[src/rtl/skull_sprite_mover_pkg.sv]
// Shared constants, types and the per-axis bounce helper for the skull sprite mover.
package skull_sprite_mover_pkg;

    localparam int SCREEN_W = 640;
    localparam int SCREEN_H = 480;
    localparam int RGB_W    = 8;

    localparam logic DIR_POS = 1'b0;
    localparam logic DIR_NEG = 1'b1;

    typedef struct packed {
        logic [RGB_W-1:0] r;
        logic [RGB_W-1:0] g;
        logic [RGB_W-1:0] b;
    } rgb_t;

    localparam rgb_t RGB_BLACK = rgb_t'(24'h000000);

    typedef struct packed {
        logic [9:0] pos;
        logic       dir;
    } axis_t;

    // One frame of motion on one axis; 11-bit sums keep pos+step from wrapping.
    function automatic axis_t axis_step(input axis_t cur, input logic [10:0] step,
                                        input logic [10:0] lim);
        axis_t      res;
        logic [10:0] p;
        res = cur;
        p   = {1'b0, cur.pos};
        if (cur.dir == DIR_POS) begin
            if (p + step >= lim) begin
                res.pos = 10'(lim);
                res.dir = DIR_NEG;
            end else begin
                res.pos = 10'(p + step);
            end
        end else begin
            if (p <= step) begin
                res.pos = 10'd0;
                res.dir = DIR_POS;
            end else begin
                res.pos = 10'(p - step);
            end
        end
        return res;
    endfunction

endpackage

[src/rtl/skull_sprite_mover_if.sv]
// Video timing, background, sprite ROM and composited-colour bundle of the skull sprite mover.
interface skull_sprite_mover_if;
    import skull_sprite_mover_pkg::*;

    logic [9:0]       hcount;
    logic [9:0]       vcount;
    logic             video_on;
    logic             frame_tick;
    logic             enable;
    logic [RGB_W-1:0] bg_R;
    logic [RGB_W-1:0] bg_G;
    logic [RGB_W-1:0] bg_B;
    logic [9:0]       spr_x;
    logic [9:0]       spr_y;
    logic [RGB_W-1:0] spr_R;
    logic [RGB_W-1:0] spr_G;
    logic [RGB_W-1:0] spr_B;
    logic             spr_A;
    logic [RGB_W-1:0] R;
    logic [RGB_W-1:0] G;
    logic [RGB_W-1:0] B;
    logic [9:0]       pos_x;
    logic [9:0]       pos_y;

    modport master (
        output hcount, vcount, video_on, frame_tick, enable, bg_R, bg_G, bg_B,
               spr_R, spr_G, spr_B, spr_A,
        input  spr_x, spr_y, R, G, B, pos_x, pos_y
    );

    modport slave (
        input  hcount, vcount, video_on, frame_tick, enable, bg_R, bg_G, bg_B,
               spr_R, spr_G, spr_B, spr_A,
        output spr_x, spr_y, R, G, B, pos_x, pos_y
    );
endinterface

[src/rtl/skull_sprite_mover_sprite_motion.sv]
// Per-frame bouncing position of the sprite's top-left corner, clamped to the visible area.
module sprite_motion
    import skull_sprite_mover_pkg::*;
#(
    parameter int SPR_W  = 32,
    parameter int SPR_H  = 32,
    parameter int STEP   = 2,
    parameter int INIT_X = 100,
    parameter int INIT_Y = 50
) (
    input  logic       clk,
    input  logic       rst,
    input  logic       frame_tick,
    input  logic       enable,
    output logic [9:0] pos_x,
    output logic [9:0] pos_y
);

    localparam logic [10:0] XMAX_C = 11'(SCREEN_W - SPR_W);
    localparam logic [10:0] YMAX_C = 11'(SCREEN_H - SPR_H);
    localparam logic [10:0] STEP_C = 11'(STEP);

    axis_t x_r;
    axis_t y_r;
    axis_t x_nxt_s;
    axis_t y_nxt_s;

    // Candidate next position for both axes, evaluated from the pre-tick values.
    always_comb begin
        x_nxt_s = axis_step(x_r, STEP_C, XMAX_C);
        y_nxt_s = axis_step(y_r, STEP_C, YMAX_C);
    end

    // Position/direction register; moves only on an enabled frame tick.
    always_ff @(posedge clk) begin
        if (rst) begin
            x_r <= '{pos: 10'(INIT_X), dir: DIR_POS};
            y_r <= '{pos: 10'(INIT_Y), dir: DIR_POS};
        end else if (frame_tick && enable) begin
            x_r <= x_nxt_s;
            y_r <= y_nxt_s;
        end else begin
            x_r <= x_r;
            y_r <= y_r;
        end
    end

    assign pos_x = x_r.pos;
    assign pos_y = y_r.pos;

endmodule

[src/rtl/skull_sprite_mover.sv]
// Skull sprite placement: hit test, ROM addressing and two-stage alpha compositing over background.
module skull_sprite_mover
    import skull_sprite_mover_pkg::*;
#(
    parameter int SPR_W  = 32,
    parameter int SPR_H  = 32,
    parameter int STEP   = 2,
    parameter int INIT_X = 100,
    parameter int INIT_Y = 50
) (
    input  logic                 clk,
    input  logic                 rst,
    skull_sprite_mover_if.slave  bus
);

    localparam logic [10:0] SPR_W_C = 11'(SPR_W);
    localparam logic [10:0] SPR_H_C = 11'(SPR_H);

    logic [9:0]  pos_x_s;
    logic [9:0]  pos_y_s;
    logic [10:0] hc_s;
    logic [10:0] vc_s;
    logic [10:0] px_s;
    logic [10:0] py_s;
    logic [9:0]  lx_s;
    logic [9:0]  ly_s;
    logic        in_box_s;
    rgb_t        pix_s;

    logic        in_box_r;
    logic        video_on_r;
    rgb_t        bg_r;
    logic [9:0]  spr_x_r;
    logic [9:0]  spr_y_r;
    rgb_t        pix_r;

    sprite_motion #(
        .SPR_W (SPR_W),
        .SPR_H (SPR_H),
        .STEP  (STEP),
        .INIT_X(INIT_X),
        .INIT_Y(INIT_Y)
    ) u_motion (
        .clk       (clk),
        .rst       (rst),
        .frame_tick(bus.frame_tick),
        .enable    (bus.enable),
        .pos_x     (pos_x_s),
        .pos_y     (pos_y_s)
    );

    // Hit test against the current box; compares widened so pos+size cannot wrap.
    always_comb begin
        hc_s     = {1'b0, bus.hcount};
        vc_s     = {1'b0, bus.vcount};
        px_s     = {1'b0, pos_x_s};
        py_s     = {1'b0, pos_y_s};
        lx_s     = bus.hcount - pos_x_s;
        ly_s     = bus.vcount - pos_y_s;
        in_box_s = bus.video_on && (hc_s >= px_s) && (hc_s < px_s + SPR_W_C)
                                && (vc_s >= py_s) && (vc_s < py_s + SPR_H_C);
    end

    // Stage 1: ROM address plus the background and flags that travel with it.
    always_ff @(posedge clk) begin
        if (rst) begin
            in_box_r   <= 1'b0;
            video_on_r <= 1'b0;
            bg_r       <= RGB_BLACK;
            spr_x_r    <= 10'd0;
            spr_y_r    <= 10'd0;
        end else begin
            in_box_r   <= in_box_s;
            video_on_r <= bus.video_on;
            bg_r       <= '{r: bus.bg_R, g: bus.bg_G, b: bus.bg_B};
            spr_x_r    <= in_box_s ? lx_s : 10'd0;
            spr_y_r    <= in_box_s ? ly_s : 10'd0;
        end
    end

    // Composite: blank outside video, opaque sprite texels win, else background.
    always_comb begin
        pix_s = RGB_BLACK;
        if (!video_on_r) begin
            pix_s = RGB_BLACK;
        end else if (in_box_r && bus.spr_A) begin
            pix_s = '{r: bus.spr_R, g: bus.spr_G, b: bus.spr_B};
        end else begin
            pix_s = bg_r;
        end
    end

    // Stage 2: registered colour for the VGA output stage.
    always_ff @(posedge clk) begin
        if (rst) begin
            pix_r <= RGB_BLACK;
        end else begin
            pix_r <= pix_s;
        end
    end

    assign bus.spr_x = spr_x_r;
    assign bus.spr_y = spr_y_r;
    assign bus.R     = pix_r.r;
    assign bus.G     = pix_r.g;
    assign bus.B     = pix_r.b;
    assign bus.pos_x = pos_x_s;
    assign bus.pos_y = pos_y_s;

endmodule

[src/flat_wrapper.sv]
// flat-port wrapper written by rule: the top's interface ports become plain ports
module skull_sprite_mover_flat import skull_sprite_mover_pkg::*;
#(
    parameter int SPR_W  = 32,
    parameter int SPR_H  = 32,
    parameter int STEP   = 2,
    parameter int INIT_X = 100,
    parameter int INIT_Y = 50
)
  (clk, rst, bus_hcount, bus_vcount, bus_video_on, bus_frame_tick, bus_enable, bus_bg_R, bus_bg_G, bus_bg_B, bus_spr_R, bus_spr_G, bus_spr_B, bus_spr_A, bus_spr_x, bus_spr_y, bus_R, bus_G, bus_B, bus_pos_x, bus_pos_y);
  skull_sprite_mover_if bus_i ();
  input  logic clk;
  input  logic rst;
  input wire logic [$bits(bus_i.hcount)-1:0] bus_hcount;
  input wire logic [$bits(bus_i.vcount)-1:0] bus_vcount;
  input wire logic [$bits(bus_i.video_on)-1:0] bus_video_on;
  input wire logic [$bits(bus_i.frame_tick)-1:0] bus_frame_tick;
  input wire logic [$bits(bus_i.enable)-1:0] bus_enable;
  input wire logic [$bits(bus_i.bg_R)-1:0] bus_bg_R;
  input wire logic [$bits(bus_i.bg_G)-1:0] bus_bg_G;
  input wire logic [$bits(bus_i.bg_B)-1:0] bus_bg_B;
  input wire logic [$bits(bus_i.spr_R)-1:0] bus_spr_R;
  input wire logic [$bits(bus_i.spr_G)-1:0] bus_spr_G;
  input wire logic [$bits(bus_i.spr_B)-1:0] bus_spr_B;
  input wire logic [$bits(bus_i.spr_A)-1:0] bus_spr_A;
  output wire logic [$bits(bus_i.spr_x)-1:0] bus_spr_x;
  output wire logic [$bits(bus_i.spr_y)-1:0] bus_spr_y;
  output wire logic [$bits(bus_i.R)-1:0] bus_R;
  output wire logic [$bits(bus_i.G)-1:0] bus_G;
  output wire logic [$bits(bus_i.B)-1:0] bus_B;
  output wire logic [$bits(bus_i.pos_x)-1:0] bus_pos_x;
  output wire logic [$bits(bus_i.pos_y)-1:0] bus_pos_y;
  assign bus_i.hcount = bus_hcount;
  assign bus_i.vcount = bus_vcount;
  assign bus_i.video_on = bus_video_on;
  assign bus_i.frame_tick = bus_frame_tick;
  assign bus_i.enable = bus_enable;
  assign bus_i.bg_R = bus_bg_R;
  assign bus_i.bg_G = bus_bg_G;
  assign bus_i.bg_B = bus_bg_B;
  assign bus_i.spr_R = bus_spr_R;
  assign bus_i.spr_G = bus_spr_G;
  assign bus_i.spr_B = bus_spr_B;
  assign bus_i.spr_A = bus_spr_A;
  assign bus_spr_x = bus_i.spr_x;
  assign bus_spr_y = bus_i.spr_y;
  assign bus_R = bus_i.R;
  assign bus_G = bus_i.G;
  assign bus_B = bus_i.B;
  assign bus_pos_x = bus_i.pos_x;
  assign bus_pos_y = bus_i.pos_y;
  skull_sprite_mover #(.SPR_W(SPR_W), .SPR_H(SPR_H), .STEP(STEP), .INIT_X(INIT_X), .INIT_Y(INIT_Y)) u_core (.clk(clk), .rst(rst), .bus(bus_i));
endmodule
[config.mk]
export PLATFORM = sky130hd
export DESIGN_NAME = skull_sprite_mover_flat
export DESIGN_NICKNAME = d
export VERILOG_FILES = /design/src/rtl/skull_sprite_mover_pkg.sv /design/src/rtl/skull_sprite_mover_if.sv /design/src/rtl/skull_sprite_mover_sprite_motion.sv /design/src/rtl/skull_sprite_mover.sv /design/src/flat_wrapper.sv
export SDC_FILE = /design/constraint.sdc
export NUM_CORES = 1
export LEC_CHECK = 0
export ABC_AREA = 1
export BUFFER_PORTS_ARGS = -buffer_cell sky130_fd_sc_hd__buf_4
export CAP_MARGIN = 20
export CORE_MARGIN = 10
export CORE_UTILIZATION = 35
export DETAILED_ROUTE_END_ITERATION = 8
export SLEW_MARGIN = 10
export SYNTH_ARGS = -nofsm -noshare
export SYNTH_HDL_FRONTEND = slang
export SYNTH_SLANG_ARGS = --single-unit
export TNS_END_PERCENT = 5
[constraint.sdc]
create_clock -name clk -period 4 [get_ports clk]
set_input_delay 0.8 -clock clk [delete_from_list [all_inputs] [get_ports clk]]
set_output_delay 0.8 -clock clk [all_outputs]
set_load 0.02 [all_outputs]
==> impl_metrics.json <==
{
  "global_route.peak_usage_layer": "met2",
  "finalWorstSetupSlack_ns": 1.29,
  "cts_tree": "built",
  "worst_slew_pin_slew_ns": 0.767,
  "peakVddDrop_v": 0.000198,
  "post-dp-hpwl_um": 11400,
  "layout_min_cycle_time_ns": 2.71,
  "route.final.wire_length_um": 14600,
  "proportion_of_synthesized_area_in_mux_cells_pct": 0,
  "grt_util_met1_pct": 17.7,
  "synth-compound-area-share_pct": 11.6,
  "hold_class": "reg -> reg",
  "final_nets": 949,
  "hold_viol_final": 0,
  "ioPinCount": 138,
  "placement.cell_area_mm2": 0.00622,
  "timing_worst_setup_path_type": "reg -> reg",
  "grt_pass1_vias": 4554,
  "grt_pass1_wl_um": 23300,
  "syn-cell-area_mm2": 0.00521,
  "slowest_stage_delay_cp_ns": 0.54,
  "power.combinational.fraction_pct": 20.7,
  "worstPathCellList": "ha_1 > nand3_1 > xor2_1 > ha_1 > a21oi_1 > o21ai_1 > nor2_1 > nand3_2 > nor2_2 > nand2_2 > nor2_1",
  "ys_ff_latch": 90,
  "grt_max_degree": 39,
  "number_of_buffers_inserted_by_post_cts_setup_repair": 0,
  "gp_congestion": 0.891,
  "grt_use_met3_pct": 4.84,
  "utilization_pct": 44.5,
  "max-cap-violations": 0,
  "setup_viol": 0,
  "timing.reg2reg.worst_path_depth": 11,
  "drt-vias-per-instance": 4.64,
  "finalInstanceArea_mm2": 0.00650,
  "power.clock.fraction_pct": 36.1,
  "required_ns": 4.26,
  "core.rowCount": 44,
  "core_area_mm2": 0.0146,
  "number_of_unique_standard_cell_types_used_by_synthesis": 36,
  "synth_top_family_by_area": "simple AND/OR/NAND/NOR gates",
  "clock_insertion_delay_worst_skew_ns": 0.35,
  "die-height_um": 142,
  "layout.cells.non_filler": 1024,
  "cp_startpoint_kind": "flop",
  "netlist.area_leader.share_pct": 34.6,
  "antenna_found_initial": 0,
  "relSlewSlack_pct": 48.8,
  "wire_per_inst_um": 14.3,
  "seqPwrFrac_pct": 43.1,
  "power.static_leakage_nw": 3.24,
  "holdWs_ns": 0.457,
  "total_power_mw": 2.24,
  "cts-buffers-inserted": 9,
  "dieWidth_um": 142,
  "synth_xor_area_share_pct": 6.22,
  "ys_seq_area_share_pct": 34.6,
  "most_frequent_standard_cell_in_the_layout_excluding_fill_and_tap_cells": "sky130_fd_sc_hd__buf_4",
  "grt_util_met2_pct": 22.4,
  "netlist.top_cell.by_area": "sky130_fd_sc_hd__dfxtp_1",
  "finalMaxSlewViolations": 0,
  "cts.htree.levels": 3,
  "placement.io_buffers": 135,
  "leading_cell_types_in_the_layout_fill_and_taps_excluded": "136 x sky130_fd_sc_hd__buf_4, 118 x sky130_fd_sc_hd__nor2_1, 109 x sky130_fd_sc_hd__nand2_1, 93 x sky130_fd_sc_hd__inv_1, 90 x sky130_fd_sc_hd__dfxtp_1",
  "floorplan.initialDensity_pct": 35.7,
  "synth.area.top_cells": "sky130_fd_sc_hd__dfxtp_1 35%, sky130_fd_sc_hd__ha_1 9.1%, sky130_fd_sc_hd__nor2_1 8.5%",
  "worstPathArrival_ns": 2.97,
  "post_synth_and_or_nand_nor_area_fraction_pct": 25.8,
  "detail_route.iter0.violations": 229,
  "power.density_cell_area_mw_per_mm2": 344,
  "hold_path_depth": 2,
  "clkSinkCount": 90,
  "adder_cell_fraction_of_synth_area_pct": 9.89,
  "cts_hold_buf": 0,
  "pre_cts_ws_ns": 1.19,
  "design.die.area_mm2": 0.0202,
  "final.setup_skew_ns": 0.00934,
  "drc_errors_left": 0,
  "yosys_warnings": 0,
  "cts.repair.resized": 0,
  "power_report.internal_total_mw": 1.55,
  "post_route_cells_drive_above_1_share_pct": 21.8,
  "area_growth_syn_to_layout_pct": 24.7,
  "post-place-cells": 1008,
  "antenna_left": 0,
  "postSynthCellCount": 727,
  "antenna_cells_inserted": 0,
  "crit_fanout": 21,
  "p_sw_share_pct": 30.6,
  "post_synth.cell_area_avg_um2": 7.17,
  "finalCritPeriodShare_pct": 67.6,
  "drt_first_pass_iters": 5,
  "result_of_the_run": "finished clean",
  "cp_slowest_cell": "sky130_fd_sc_hd__dfxtp_1",
  "cts.path.max_buffers": 2,
  "finalSetupTns_ns": 0,
  "grt.overflow.total": 0,
  "dr_total_vias": 4756,
  "unrepaired_setup_endpoints_after_global_routing": "false",
  "total_track_usage_pct": 14.1,
  "cts_clk_pin_slew_worst_paths_ns": 0.07,
  "clk_root_buffer_cell": "sky130_fd_sc_hd__clkbuf_16",
  "total_switching_power_uw": 685,
  "crit_path_end_kind": "flop",
  "fmax_ghz": 0.370
}
==> area by class of cell <==
class	count	area (µm²)
flip-flops and latches	90	1800
multi-input cells	502	2810
clock buffers	10	229
fillers	1543	8090
well taps	184	230
clock inverters	6	50.0
repair buffers	136	1020
inverters	96	360
==> synthesized netlist by cell type <==
| cell | instances |
|---|---|
| sky130_fd_sc_hd__nand2_1 | 109 |
| sky130_fd_sc_hd__nor2_4 | 2 |
| sky130_fd_sc_hd__inv_1 | 93 |
| sky130_fd_sc_hd__nor2_2 | 19 |
| sky130_fd_sc_hd__nand3_1 | 33 |
| sky130_fd_sc_hd__buf_2 | 4 |
| sky130_fd_sc_hd__nor3_4 | 1 |
| sky130_fd_sc_hd__a21o_2 | 1 |
| sky130_fd_sc_hd__a21boi_0 | 1 |
| sky130_fd_sc_hd__fa_1 | 2 |
| sky130_fd_sc_hd__a31oi_1 | 3 |
| sky130_fd_sc_hd__a21oi_1 | 41 |
| sky130_fd_sc_hd__o21a_1 | 5 |
| sky130_fd_sc_hd__buf_4 | 20 |
| sky130_fd_sc_hd__nor3_1 | 8 |
| sky130_fd_sc_hd__o21bai_1 | 4 |
| sky130_fd_sc_hd__buf_6 | 2 |
| sky130_fd_sc_hd__o22ai_1 | 1 |
| sky130_fd_sc_hd__xnor2_1 | 4 |
| sky130_fd_sc_hd__clkbuf_1 | 14 |
| sky130_fd_sc_hd__ha_1 | 38 |
| sky130_fd_sc_hd__conb_1 | 2 |
| sky130_fd_sc_hd__o2111ai_1 | 1 |
| sky130_fd_sc_hd__nand4_1 | 12 |
| sky130_fd_sc_hd__nand3b_1 | 1 |
| sky130_fd_sc_hd__dfxtp_1 | 90 |
| sky130_fd_sc_hd__xor2_1 | 33 |
| sky130_fd_sc_hd__nand2_2 | 3 |
| sky130_fd_sc_hd__o31ai_1 | 2 |
| sky130_fd_sc_hd__nor2_1 | 118 |
| sky130_fd_sc_hd__clkbuf_2 | 1 |
| sky130_fd_sc_hd__a21o_1 | 1 |
| sky130_fd_sc_hd__o21ai_0 | 50 |
| sky130_fd_sc_hd__o21ai_1 | 2 |
| sky130_fd_sc_hd__inv_2 | 3 |
| sky130_fd_sc_hd__nand3_2 | 3 |
==> logic make-up after synthesis <==
| kind of cell | Yosys count |
|---|---|
| other cells | 2 |
| flops | 90 |
| xor+xnor | 37 |
| simple gates | 309 |
| compound gates | 112 |
| fa+ha+maj | 40 |
| buf+inv | 137 |
==> power groups by stage <==
stage | sequential [mW] | clock [mW] | combinational [mW]
after floorplan | 0.977 | 0 | 0.327
after global placement | 0.984 | 0 | 0.467
after detailed placement | 0.985 | 0 | 0.465
after CTS | 0.965 | 0.836 | 0.467
after global routing | 0.970 | 0.867 | 0.530
final | 0.965 | 0.808 | 0.464
==> state kept, by name, summed over array words and instances, names as in the netlist <==
name / flops
u_core.bg_r: 24
u_core.bus.B: 8
u_core.bus.G: 8
u_core.bus.R: 8
u_core.bus.spr_x: 10
u_core.bus.spr_y: 10
u_core.in_box_r: 1
u_core.u_motion.pos_x: 9
u_core.u_motion.pos_y: 9
u_core.u_motion.x_r: 1
u_core.u_motion.y_r: 1
u_core.video_on_r: 1
==> worst paths after layout <==
kind,from,to,slack (ns)
max,u_core.u_motion.pos_x[5]$_SDFFE_PP1P_,u_core.bus.spr_x[9]$_SDFF_PP0_,1.29
min,u_core.bg_r[2]$_SDFF_PP0_,u_core.bus.B[2]$_SDFF_PP0_,0.46
max reg2reg,u_core.u_motion.pos_x[5]$_SDFFE_PP1P_,u_core.bus.spr_x[9]$_SDFF_PP0_,1.29
min reg2reg,u_core.bg_r[2]$_SDFF_PP0_,u_core.bus.B[2]$_SDFF_PP0_,0.46
==> per-layer routing <==
| metal | vias to the layer above | part of all wire, % |
|---|---|---|
| met5 | - | 0 |
| met4 | 0 | 1.4 |
| met3 | 19 | 7.8 |
| met2 | 155 | 44 |
| met1 | 2083 | 47 |
| li1 | 2499 | - |
==> critical path: cells and delay by family (launching register included) <==
family          cells  cell delay, ns
flops               1            0.54
xor+xnor            1            0.18
simple gates        6            1.06
compound gates      2            0.23
fa+ha+maj           2            0.60
Note: power is estimated with default switching activity, not from simulation.
